==> config.mk <==
export PLATFORM = sky130hd
export DESIGN_NAME = tmux_correlator
export DESIGN_NICKNAME = d
export VERILOG_FILES = /design/src/rtl/tmux_correlator_pkg.sv /design/src/rtl/tmux_correlator_cmul1b.sv /design/src/rtl/tmux_correlator.sv
export SDC_FILE = /design/constraint.sdc
export NUM_CORES = 1
export LEC_CHECK = 0
export BUFFER_PORTS_ARGS = -buffer_cell sky130_fd_sc_hd__buf_2
export CELL_PAD_IN_SITES_DETAIL_PLACEMENT = 1
export CELL_PAD_IN_SITES_GLOBAL_PLACEMENT = 1
export CORE_ASPECT_RATIO = 0.6
export CORE_MARGIN = 2
export CORE_UTILIZATION = 41
export DETAILED_ROUTE_END_ITERATION = 12
export PLACE_DENSITY = 0.81
export SETUP_SLACK_MARGIN = 0.02
export SKIP_CTS_REPAIR_TIMING = 1
export SKIP_LAST_GASP = 1
export SYNTH_ARGS = -nofsm -noshare
export SYNTH_HDL_FRONTEND = slang
export SYNTH_HIERARCHICAL = 1
export SYNTH_SLANG_ARGS = --single-unit
==> constraint.sdc <==
create_clock -name vis_clk -period 4.1 [get_ports vis_clk]
set_clock_uncertainty 0.15 [all_clocks]
set_input_delay 0.82 -clock vis_clk [delete_from_list [all_inputs] [get_ports vis_clk]]
set_output_delay 0.82 -clock vis_clk [all_outputs]
set_load 0.02 [all_outputs]
==> src/rtl/tmux_correlator_pkg.sv <==
// Shared definitions for the time-multiplexed 1-bit complex correlator.
//   sbits()      signed width needed for a sum of 'count' terms in {-2,0,+2}
//   T_*          term encoding (3-bit two's complement)
//   DEF_ATAPS    default antenna-A index per timeslice: slice s -> antenna s
//   DEF_BTAPS    default antenna-B index per timeslice: slice s -> antenna s+1
package tmux_correlator_pkg;

  localparam int unsigned DEF_WIDTH = 32;
  localparam int unsigned DEF_TRATE = 30;
  localparam int unsigned DEF_ABITS = $clog2(DEF_WIDTH);

  localparam logic signed [2:0] T_NEG2 = -3'sd2;
  localparam logic signed [2:0] T_ZERO = 3'sd0;
  localparam logic signed [2:0] T_POS2 = 3'sd2;

  function automatic int unsigned sbits(input int unsigned count);
    return $clog2(2 * count + 1) + 1;
  endfunction

  function automatic logic [DEF_TRATE*DEF_ABITS-1:0] make_taps(input int unsigned offset);
    logic [DEF_TRATE*DEF_ABITS-1:0] r;
    r = '0;
    for (int unsigned s = 0; s < DEF_TRATE; s++)
      r[s*DEF_ABITS +: DEF_ABITS] = DEF_ABITS'((s + offset) % DEF_WIDTH);
    return r;
  endfunction

  localparam logic [DEF_TRATE*DEF_ABITS-1:0] DEF_ATAPS = make_taps(0);
  localparam logic [DEF_TRATE*DEF_ABITS-1:0] DEF_BTAPS = make_taps(1);

endpackage

==> src/rtl/tmux_correlator_cmul1b.sv <==
// Combinational 1-bit complex multiply A * conj(B), sign bits 1 => +1, 0 => -1.
//   ai, aq   antenna A in-phase / quadrature sign bits
//   bi, bq   antenna B in-phase / quadrature sign bits
//   tre      ai*bi + aq*bq  in {-2,0,+2}
//   tim      aq*bi - ai*bq  in {-2,0,+2}
module cmul1b
  import tmux_correlator_pkg::*;
(
  input  logic              ai,
  input  logic              aq,
  input  logic              bi,
  input  logic              bq,
  output logic signed [2:0] tre,
  output logic signed [2:0] tim
);

  // A product of two signs is +1 exactly when the bits agree (XNOR).
  logic p_ii, p_qq, p_qi, p_iq;

  always_comb begin
    p_ii = ai ~^ bi;
    p_qq = aq ~^ bq;
    p_qi = aq ~^ bi;
    p_iq = ai ~^ bq;

    case ({p_ii, p_qq})
      2'b11:   tre = T_POS2;
      2'b00:   tre = T_NEG2;
      default: tre = T_ZERO;
    endcase

    // Difference: +2 when the minuend is +1 and the subtrahend -1.
    case ({p_qi, p_iq})
      2'b10:   tim = T_POS2;
      2'b01:   tim = T_NEG2;
      default: tim = T_ZERO;
    endcase
  end

endmodule

==> src/rtl/tmux_correlator.sv <==
// Time-multiplexed 1-bit complex correlator. Each timeslice selects an antenna
// pair through the ATAPS/BTAPS tables and accumulates A*conj(B) over
// COUNT = LOOP0*LOOP1 valid samples, emitting one signed (re,im) sum per slice.
// Pipeline: S1 tap capture, S2 term register, S3 accumulate/output.
//   vis_clk, vis_rst         clock, synchronous active-high reset
//   valid_i/first_i/last_i   sample strobe and bank framing
//   taddr_i                  timeslice index
//   idata_i/qdata_i          per-antenna I/Q sign bits
//   valid_o/last_o/taddr_o   completed-sum strobe, final-slice flag, slice
//   re_o/im_o                signed sums
//   sync_err_o               pulse when a slice is aborted by a framing violation
module tmux_correlator
  import tmux_correlator_pkg::*;
#(
  parameter int unsigned WIDTH = DEF_WIDTH,
  parameter int unsigned TRATE = DEF_TRATE,
  parameter int unsigned LOOP0 = 3,
  parameter int unsigned LOOP1 = 5,
  parameter logic [TRATE*$clog2(WIDTH)-1:0] ATAPS = DEF_ATAPS,
  parameter logic [TRATE*$clog2(WIDTH)-1:0] BTAPS = DEF_BTAPS,
  localparam int unsigned TBITS = $clog2(TRATE),
  localparam int unsigned SBITS = sbits(LOOP0 * LOOP1)
) (
  input  logic                    vis_clk,
  input  logic                    vis_rst,
  input  logic                    valid_i,
  input  logic                    first_i,
  input  logic                    last_i,
  input  logic [TBITS-1:0]        taddr_i,
  input  logic [WIDTH-1:0]        idata_i,
  input  logic [WIDTH-1:0]        qdata_i,
  output logic                    valid_o,
  output logic                    last_o,
  output logic [TBITS-1:0]        taddr_o,
  output logic signed [SBITS-1:0] re_o,
  output logic signed [SBITS-1:0] im_o,
  output logic                    sync_err_o
);

  localparam int unsigned COUNT = LOOP0 * LOOP1;
  localparam int unsigned ABITS = $clog2(WIDTH);
  localparam int unsigned CBITS = $clog2(COUNT + 1);
  localparam logic [CBITS-1:0] CNT_LAST = CBITS'(COUNT - 1);

  // ---------------- tap selection ----------------
  logic [ABITS-1:0] a_idx, b_idx;

  always_comb begin
    a_idx = '0;
    b_idx = '0;
    for (int unsigned s = 0; s < TRATE; s++) begin
      if (taddr_i == TBITS'(s)) begin
        a_idx = ATAPS[s*ABITS +: ABITS];
        b_idx = BTAPS[s*ABITS +: ABITS];
      end
    end
  end

  // ---------------- S1 ----------------
  logic             s1_valid, s1_first, s1_last;
  logic [TBITS-1:0] s1_taddr;
  logic             s1_ai, s1_aq, s1_bi, s1_bq;

  always_ff @(posedge vis_clk) begin
    if (vis_rst) begin
      s1_valid <= 1'b0;
      s1_first <= 1'b0;
      s1_last  <= 1'b0;
      s1_taddr <= '0;
      s1_ai    <= 1'b0;
      s1_aq    <= 1'b0;
      s1_bi    <= 1'b0;
      s1_bq    <= 1'b0;
    end else begin
      s1_valid <= valid_i;
      s1_first <= first_i;
      s1_last  <= last_i;
      s1_taddr <= taddr_i;
      s1_ai    <= idata_i[a_idx];
      s1_aq    <= qdata_i[a_idx];
      s1_bi    <= idata_i[b_idx];
      s1_bq    <= qdata_i[b_idx];
    end
  end

  logic signed [2:0] c_tre, c_tim;

  cmul1b u_cmul1b (
    .ai  (s1_ai),
    .aq  (s1_aq),
    .bi  (s1_bi),
    .bq  (s1_bq),
    .tre (c_tre),
    .tim (c_tim)
  );

  // ---------------- S2 ----------------
  logic              s2_valid, s2_first, s2_last;
  logic [TBITS-1:0]  s2_taddr;
  logic signed [2:0] s2_tre, s2_tim;

  always_ff @(posedge vis_clk) begin
    if (vis_rst) begin
      s2_valid <= 1'b0;
      s2_first <= 1'b0;
      s2_last  <= 1'b0;
      s2_taddr <= '0;
      s2_tre   <= T_ZERO;
      s2_tim   <= T_ZERO;
    end else begin
      s2_valid <= s1_valid;
      s2_first <= s1_first;
      s2_last  <= s1_last;
      s2_taddr <= s1_taddr;
      s2_tre   <= c_tre;
      s2_tim   <= c_tim;
    end
  end

  // ---------------- S3: accumulate and framing ----------------
  logic [CBITS-1:0]        cnt, eff_cnt;
  logic [TBITS-1:0]        slice_taddr;
  logic signed [SBITS-1:0] acc_re, acc_im, base_re, base_im, sum_re, sum_im;
  logic                    restart, last_bad, done;

  // A restart folds the abort into the same cycle: the aborting sample is
  // treated as sample 0 of a fresh slice, so one sync_err_o pulse covers
  // first_i and taddr changes together.
  always_comb begin
    restart  = (cnt != '0) && (s2_first || (s2_taddr != slice_taddr));
    eff_cnt  = restart ? '0 : cnt;
    base_re  = (eff_cnt == '0) ? '0 : acc_re;
    base_im  = (eff_cnt == '0) ? '0 : acc_im;
    sum_re   = base_re + SBITS'(s2_tre);
    sum_im   = base_im + SBITS'(s2_tim);
    last_bad = s2_last && (eff_cnt != CNT_LAST);
    done     = (eff_cnt == CNT_LAST);
  end

  always_ff @(posedge vis_clk) begin
    if (vis_rst) begin
      cnt         <= '0;
      slice_taddr <= '0;
      acc_re      <= '0;
      acc_im      <= '0;
      valid_o     <= 1'b0;
      last_o      <= 1'b0;
      taddr_o     <= '0;
      re_o        <= '0;
      im_o        <= '0;
      sync_err_o  <= 1'b0;
    end else begin
      valid_o    <= 1'b0;
      sync_err_o <= 1'b0;
      if (s2_valid) begin
        slice_taddr <= s2_taddr;
        sync_err_o  <= restart | last_bad;
        if (last_bad) begin
          cnt    <= '0;
          acc_re <= '0;
          acc_im <= '0;
        end else if (done) begin
          valid_o <= 1'b1;
          last_o  <= s2_last;
          taddr_o <= s2_taddr;
          re_o    <= sum_re;
          im_o    <= sum_im;
          cnt     <= '0;
          acc_re  <= '0;
          acc_im  <= '0;
        end else begin
          cnt    <= eff_cnt + CBITS'(1);
          acc_re <= sum_re;
          acc_im <= sum_im;
        end
      end
    end
  end

endmodule

After elaboration in Yosys (flattened, before gate mapping)
Cells that the tools add are included.
{ "totals": {"reg_bits": 67, "output_inout_bits": 20} }
{ "op_classes": {"eq_ne": 35, "mux": 79, "add_sub_neg": 3, "n_bitwise": 7, "n_reduce_logical": 10, "magnitude_cmp": 2} }
{ "op_table": {"columns": ["operator", "n"], "rows": [
  ["$mux W5", 57],
  ["$eq A5 B5 Y1 const B", 14],
  ["$eq A5 B4 Y1 const B", 8],
  ["$mux W6", 6],
  ["$bmux W1 S5", 4],
  ["$eq A5 B3 Y1 const B", 4],
  ["$add A6 B3 Y6", 2],
  ["$lt A5 B6 Y1 const B", 2],
  ["$mux W4", 3],
  ["$pmux W3 S2", 2],
  ["$eq A5 B2 Y1 const B", 2],
  ["$mux W1", 7],
  ["$eq A5 B1 Y1 const B", 1],
  ["$logic_not A5 Y1", 1],
  ["$ne A5 B5 Y1", 1],
  ["$add A4 B1 Y4 const B", 1],
  ["$eq A2 B2 Y1 const B", 2],
  ["$eq A4 B4 Y1 const B", 1],
  ["$logic_not A4 Y1", 1],
  ["$ne A4 B4 Y1 const B", 1],
  ["$reduce_bool A4 Y1", 1],
  ["$xnor A1 B1 Y1", 4],
  ["$reduce_and A3 Y1", 1],
  ["$reduce_or A3 Y1", 1],
  ["other kinds (7)", 9]
]} }

Longest topological paths before layout
{ "logic_depth": {"word_depth": 33, "depth_mapped": 11, "depth_no_buf": 11} }

Cells and area by module
The synthesis kept the hierarchy.
{ "modules_own_cells": {"columns": ["mod", "n_inst", "cells_per_inst", "area_each_um2"], "rows": [
  ["tmux_correlator", 1, 511, 4389.2],
  ["cmul1b", 1, 11, 86.3]
]} }

Least setup slack after synthesis
Ideal clock, no wire load.
{ "synth_path": {"kind": "reg2reg", "start": "register s2_taddr[2]", "end": "register acc_re[5]", "arrival_time_ns": 2.722, "required_ns": 3.833, "setup_ns": 0.117, "setup_slack_ns": 1.111, "stages_incl_launch_ff": 11, "cell_sequence": "dfxtp_1 > xnor2_1 > nand3_1 > nor4_1 > and2_1 > ha_1 > a21oi_1 > o211ai_1 > a21oi_1 > xnor3_1 > a22o_1"} }
{ "synth_between": {"elab_chain_cells": 9, "word_cells_on_any_way": 12, "classes_between": "add/sub: 1; eq/ne: 3; mux: 4; reduce/logical: 4"} }
{ "synth_rtl": {"columns": ["item", "line", "text"], "rows": [
  ["start, declared", "tmux_correlator.sv:99", "logic [TBITS-1:0] s2_taddr;"],
  ["start signal, assigned", "tmux_correlator.sv:114", "s2_taddr <= s1_taddr;"],
  ["$ne A5 B5 Y1 (*)", "tmux_correlator.sv:130", "restart = (cnt != '0) && (s2_first || (s2_taddr != slice_taddr));"],
  ["$logic_or A1 B1 Y1 (*)", "tmux_correlator.sv:130", null],
  ["$logic_and A1 B1 Y1 (*)", "tmux_correlator.sv:130", null],
  ["$mux W4 (*)", "tmux_correlator.sv:131", "eff_cnt = restart ? '0 : cnt;"],
  ["$logic_not A4 Y1", "tmux_correlator.sv:132", "base_re = (eff_cnt == '0) ? '0 : acc_re;"],
  ["$mux W6", "tmux_correlator.sv:132", null],
  ["$add A6 B3 Y6", "tmux_correlator.sv:134", "sum_re = base_re + SBITS'(s2_tre);"],
  ["$mux W6", "tmux_correlator.sv:162", "end else if (done) begin"],
  ["$mux W6 (*)", "tmux_correlator.sv:158", "if (last_bad) begin"],
  ["end signal, assigned", "tmux_correlator.sv:173", "acc_re <= sum_re;"],
  ["end, declared", "tmux_correlator.sv:123", "logic signed [SBITS-1:0] acc_re, acc_im, base_re, base_im, sum_re, sum_im;"]
]} }
Every way passes the cells marked *; elsewhere a longest branch is shown, timed or not.
A chain may end at the register's enable or synchronous reset.

Final worst setup path
{ "layout_path": {"start": "register s2_taddr[2]", "end": "register re_o[5]"} }
{ "layout_between": {"elab_chain_cells": 8, "word_cells_on_any_way": 12, "classes_between": "add/sub: 1; eq/ne: 3; mux: 2; bitwise: 1; reduce/logical: 5"} }
{ "layout_rtl": {"columns": ["item", "line", "text"], "rows": [
  ["$ne A5 B5 Y1 (*)", "tmux_correlator.sv:130", null],
  ["$logic_or A1 B1 Y1 (*)", "tmux_correlator.sv:130", null],
  ["$logic_and A1 B1 Y1 (*)", "tmux_correlator.sv:130", null],
  ["$mux W4 (*)", "tmux_correlator.sv:131", null],
  ["parallel branches: the longest is 4 deep, another holds $add A6 B3 Y6", null, null],
  ["end signal, assigned", "tmux_correlator.sv:166", "re_o <= sum_re;"],
  ["end, declared", "tmux_correlator.sv:35", "output logic signed [SBITS-1:0] re_o,"]
]} }
Mark *: on every way between the ends.

==> flow_summary.yaml <==
final_layout:
  final_cell_mix: "buf_2, nand2_1, dfxtp_1"
  fin_cells: 738
  drive_gt1_share_pct: 23.0
  syn_to_final_growth_pct: 16.5
  n_antenna_cell: 0
  num-nets-final: 682
  num-fill-cells: 1303
  multi_input_area_um2: 2830
  finish.utilization_pct: 49.2
  final_common_cell: "buf_2"
  regArea_um2: 1340
timing:
  fin_tns_setup_ns: 0
  setup_ws_ns: 0.834
  fmax_ghz: 0.306
  rsz0062_at_grt: "false"
  period_minus_slack_ns: 3.27
  hold_viol_final: 0
  relSlewSlack_pct: 39.2
  setup_viol: 0
  max_slew.worst_pin.slew_ns: 0.909
  post-route-period-util_pct: 79.7
  slew_viol_final: 0
clocking:
  clockBufferDepth: 2
  htreeDepth: 3
  root_buffer: "clkbuf_16"
  cts_inserted_buffers: 9
  clk_pin_slew_ns: 0.06
  cts_sinks: 67
  cts_tree: "done"
  clk_latency_ns: 0.33
floorplan:
  die_height_um: 84.9
  start_util_pct: 42.2
  core_um2: 10600
  die_w_um: 139
  num_rows: 29
  io_pins: 94
  die_area_um2: 11800
worst_setup_path:
  cpPeakStageDelay_ns: 0.36
  cp_cell_sequence: "xnor2_1, nand3_1, nor4_1, buf_4, and2_1, ha_1, a21oi_1, o211ai_1, a21oi_1, xnor3_1, nor2_1, nor3_1"
  critical_path_required_ns: 4.13
  crit_type: "reg -> reg"
  critPathBufInv: 1
  crit_arrival_ns: 3.30
  crit_start: "s2_taddr[2]"
  r2r-end: "re_o[5]"
  reg2reg_setup_slack_ns: 0.83
  worst-path-max-fanout: 10
  path_common_cell: "a21oi_1"
  cp_top_family: "simple AND/OR/NAND/NOR gates"
  worst_r2r_path_depth: 12
  crit_slowest_cell: "xnor3_1"
  cp-end-kind: "flop"
  startpoint_type: "flop"
  reg2reg_from: "s2_taddr[2]"
synth:
  syn_inst: 522
  syn_area_um2: 4480
  ys_types: 76
  ys.flop_type: "dfxtp_1"
  synth-async-reset-ratio_pct: 0
  yosysSeqAreaShare_pct: 30.0
  ys_ff_latch: 67
  yosys_warnings: 6
  synth_edf_count: 0
  postSynthAreaPerCell_um2: 8.57
global_route:
  antenna_found_initial: 0
  grt_max_degree: 46
  grt_util_met3_pct: 6.88
  grt_pass1_vias: 4463
  grt.total_usage_pct: 25.5
  met1_usage_pct: 37.5
  grt_busiest_layer: "met1"
  grt_pass1_wl_um: 24100
  grt_use_met2_pct: 37.5
  grt_overflow_total: 0
detailed_routing:
  drcViolationCount: 0
  wire_per_inst_um: 20.2
  drtIter0Drc: 435
  ant_nets: 0
  vias_per_cell: 5.92
  dr.pass1.iters: 5
  totalWireLength_um: 14900
  num_vias: 4367
power_and_ir_drop:
  power_mw: 1.91
  p_leak_nw: 2.21
  p_per_area_nw_per_um2: 367
  peakVddDrop_mv: 0.244
placed_design:
  place_congestion: 0.957
  place_inst: 722
  port-buffer-count: 93
  pre_cts_ws_ns: 0.862
  hpwl_um: 11300
outcome:
  status: "finished, final reports clean"
worst_hold_path:
  hold_depth: 1
  hold_class: "reg -> reg"
  worstHoldStart: "s1_taddr[3]"
  worstHoldEndpoint: "s2_taddr[3]"
job:
  maxCapViolCount: 0
## power by group
| group | switching, mW | internal [mW] |
|---|---|---|
| Clock | 0.304 | 0.536 |
| Sequential | 0.0256 | 0.679 |
| Combinational | 0.214 | 0.153 |
## cell type report
cell class              instances  share of cell area (%)
clock inverters                 7                    1.94
flip-flops and latches         67                    25.7
repair buffers                 99                    9.79
inverters                       7                   0.504
clock buffers                   9                    4.32
multi-input cells             410                    54.4
well taps                     139                    3.34
## kinds of logic after synthesis
logic type,share of synthesized area (%)
flip-flops,30.0
XOR/XNOR,4.33
adder cells (fa/ha/maj),4.25
buffers and inverters,6.79
other,0.0838
AND/OR/NAND/NOR,20.9
AO/OA/AOI/OAI,24.4
multiplexers,9.28
## cell usage after synthesis (4+ instances only)
| master | instances | area [um^2] |
|---|---|---|
| nor2_1 | 45 | 169 |
| a211oi_1 | 4 | 30.0 |
| mux4_2 | 4 | 90.1 |
| nand3_1 | 6 | 30.0 |
| o211ai_1 | 4 | 30.0 |
| o22ai_1 | 5 | 31.3 |
| buf_4 | 10 | 75.1 |
| o21ai_0 | 10 | 50.1 |
| clkbuf_1 | 13 | 48.8 |
| nor3_1 | 7 | 35.0 |
| mux2i_1 | 28 | 280 |
| and2_1 | 12 | 75.1 |
| dfxtp_1 | 67 | 1340 |
| nor2b_1 | 28 | 175 |
| a21o_1 | 5 | 37.5 |
| a32oi_1 | 8 | 70.1 |
| xor2_1 | 6 | 52.6 |
| o32ai_1 | 4 | 35.0 |
| xnor2_1 | 11 | 96.3 |
| ha_1 | 12 | 150 |
| a21oi_1 | 44 | 220 |
| a22oi_1 | 15 | 113 |
| buf_6 | 7 | 78.8 |
| a2111oi_0 | 4 | 35.0 |
| inv_1 | 6 | 22.5 |
| nand2_1 | 70 | 263 |
| buf_2 | 6 | 30.0 |
## routing by layer
metal,vias to the layer above,routed length [um]
li1,2052,-
met1,2127,7380
met2,176,6210
met3,12,1250
met4,0,98
met5,-,0
## through the flow
stage | cell area [um^2] | hold slack, ns
4_1_cts | 5210 | 0.294
3_3_place_gp | 4890 | 0.272
3_5_place_dp | 4890 | 0.280
2_1_floorplan | 4480 | 0.264
6_report | 5210 | 0.290
5_1_grt | 5210 | 0.305
## worst max path at each step
stage           endpoint  slack, ns  cells past startpoint
6_report         re_o[5]       0.83                     12
5_1_grt          re_o[5]       0.56                     12
4_1_cts          re_o[5]       0.84                     12
3_5_place_dp       s1_bi       0.86                      7
3_3_place_gp       s1_bi       0.84                      6
2_1_floorplan  acc_re[5]       1.11                     10
## sequential cells by signal, indices dropped and copies added (netlist names)
register and flops:
s1_bq 1, acc_im 6, s2_tre 3, s2_valid 1, s2_first 1, s2_taddr 5
s1_ai 1, valid_o 1, s1_valid 1, im_o 6, taddr_o 5, s1_first 1
slice_taddr 5, cnt 4, last_o 1, s1_last 1, sync_err_o 1, s2_tim 3
acc_re 6, re_o 6, s2_last 1, s1_bi 1, s1_aq 1, s1_taddr 5
Power figures use the tool's default switching activity.
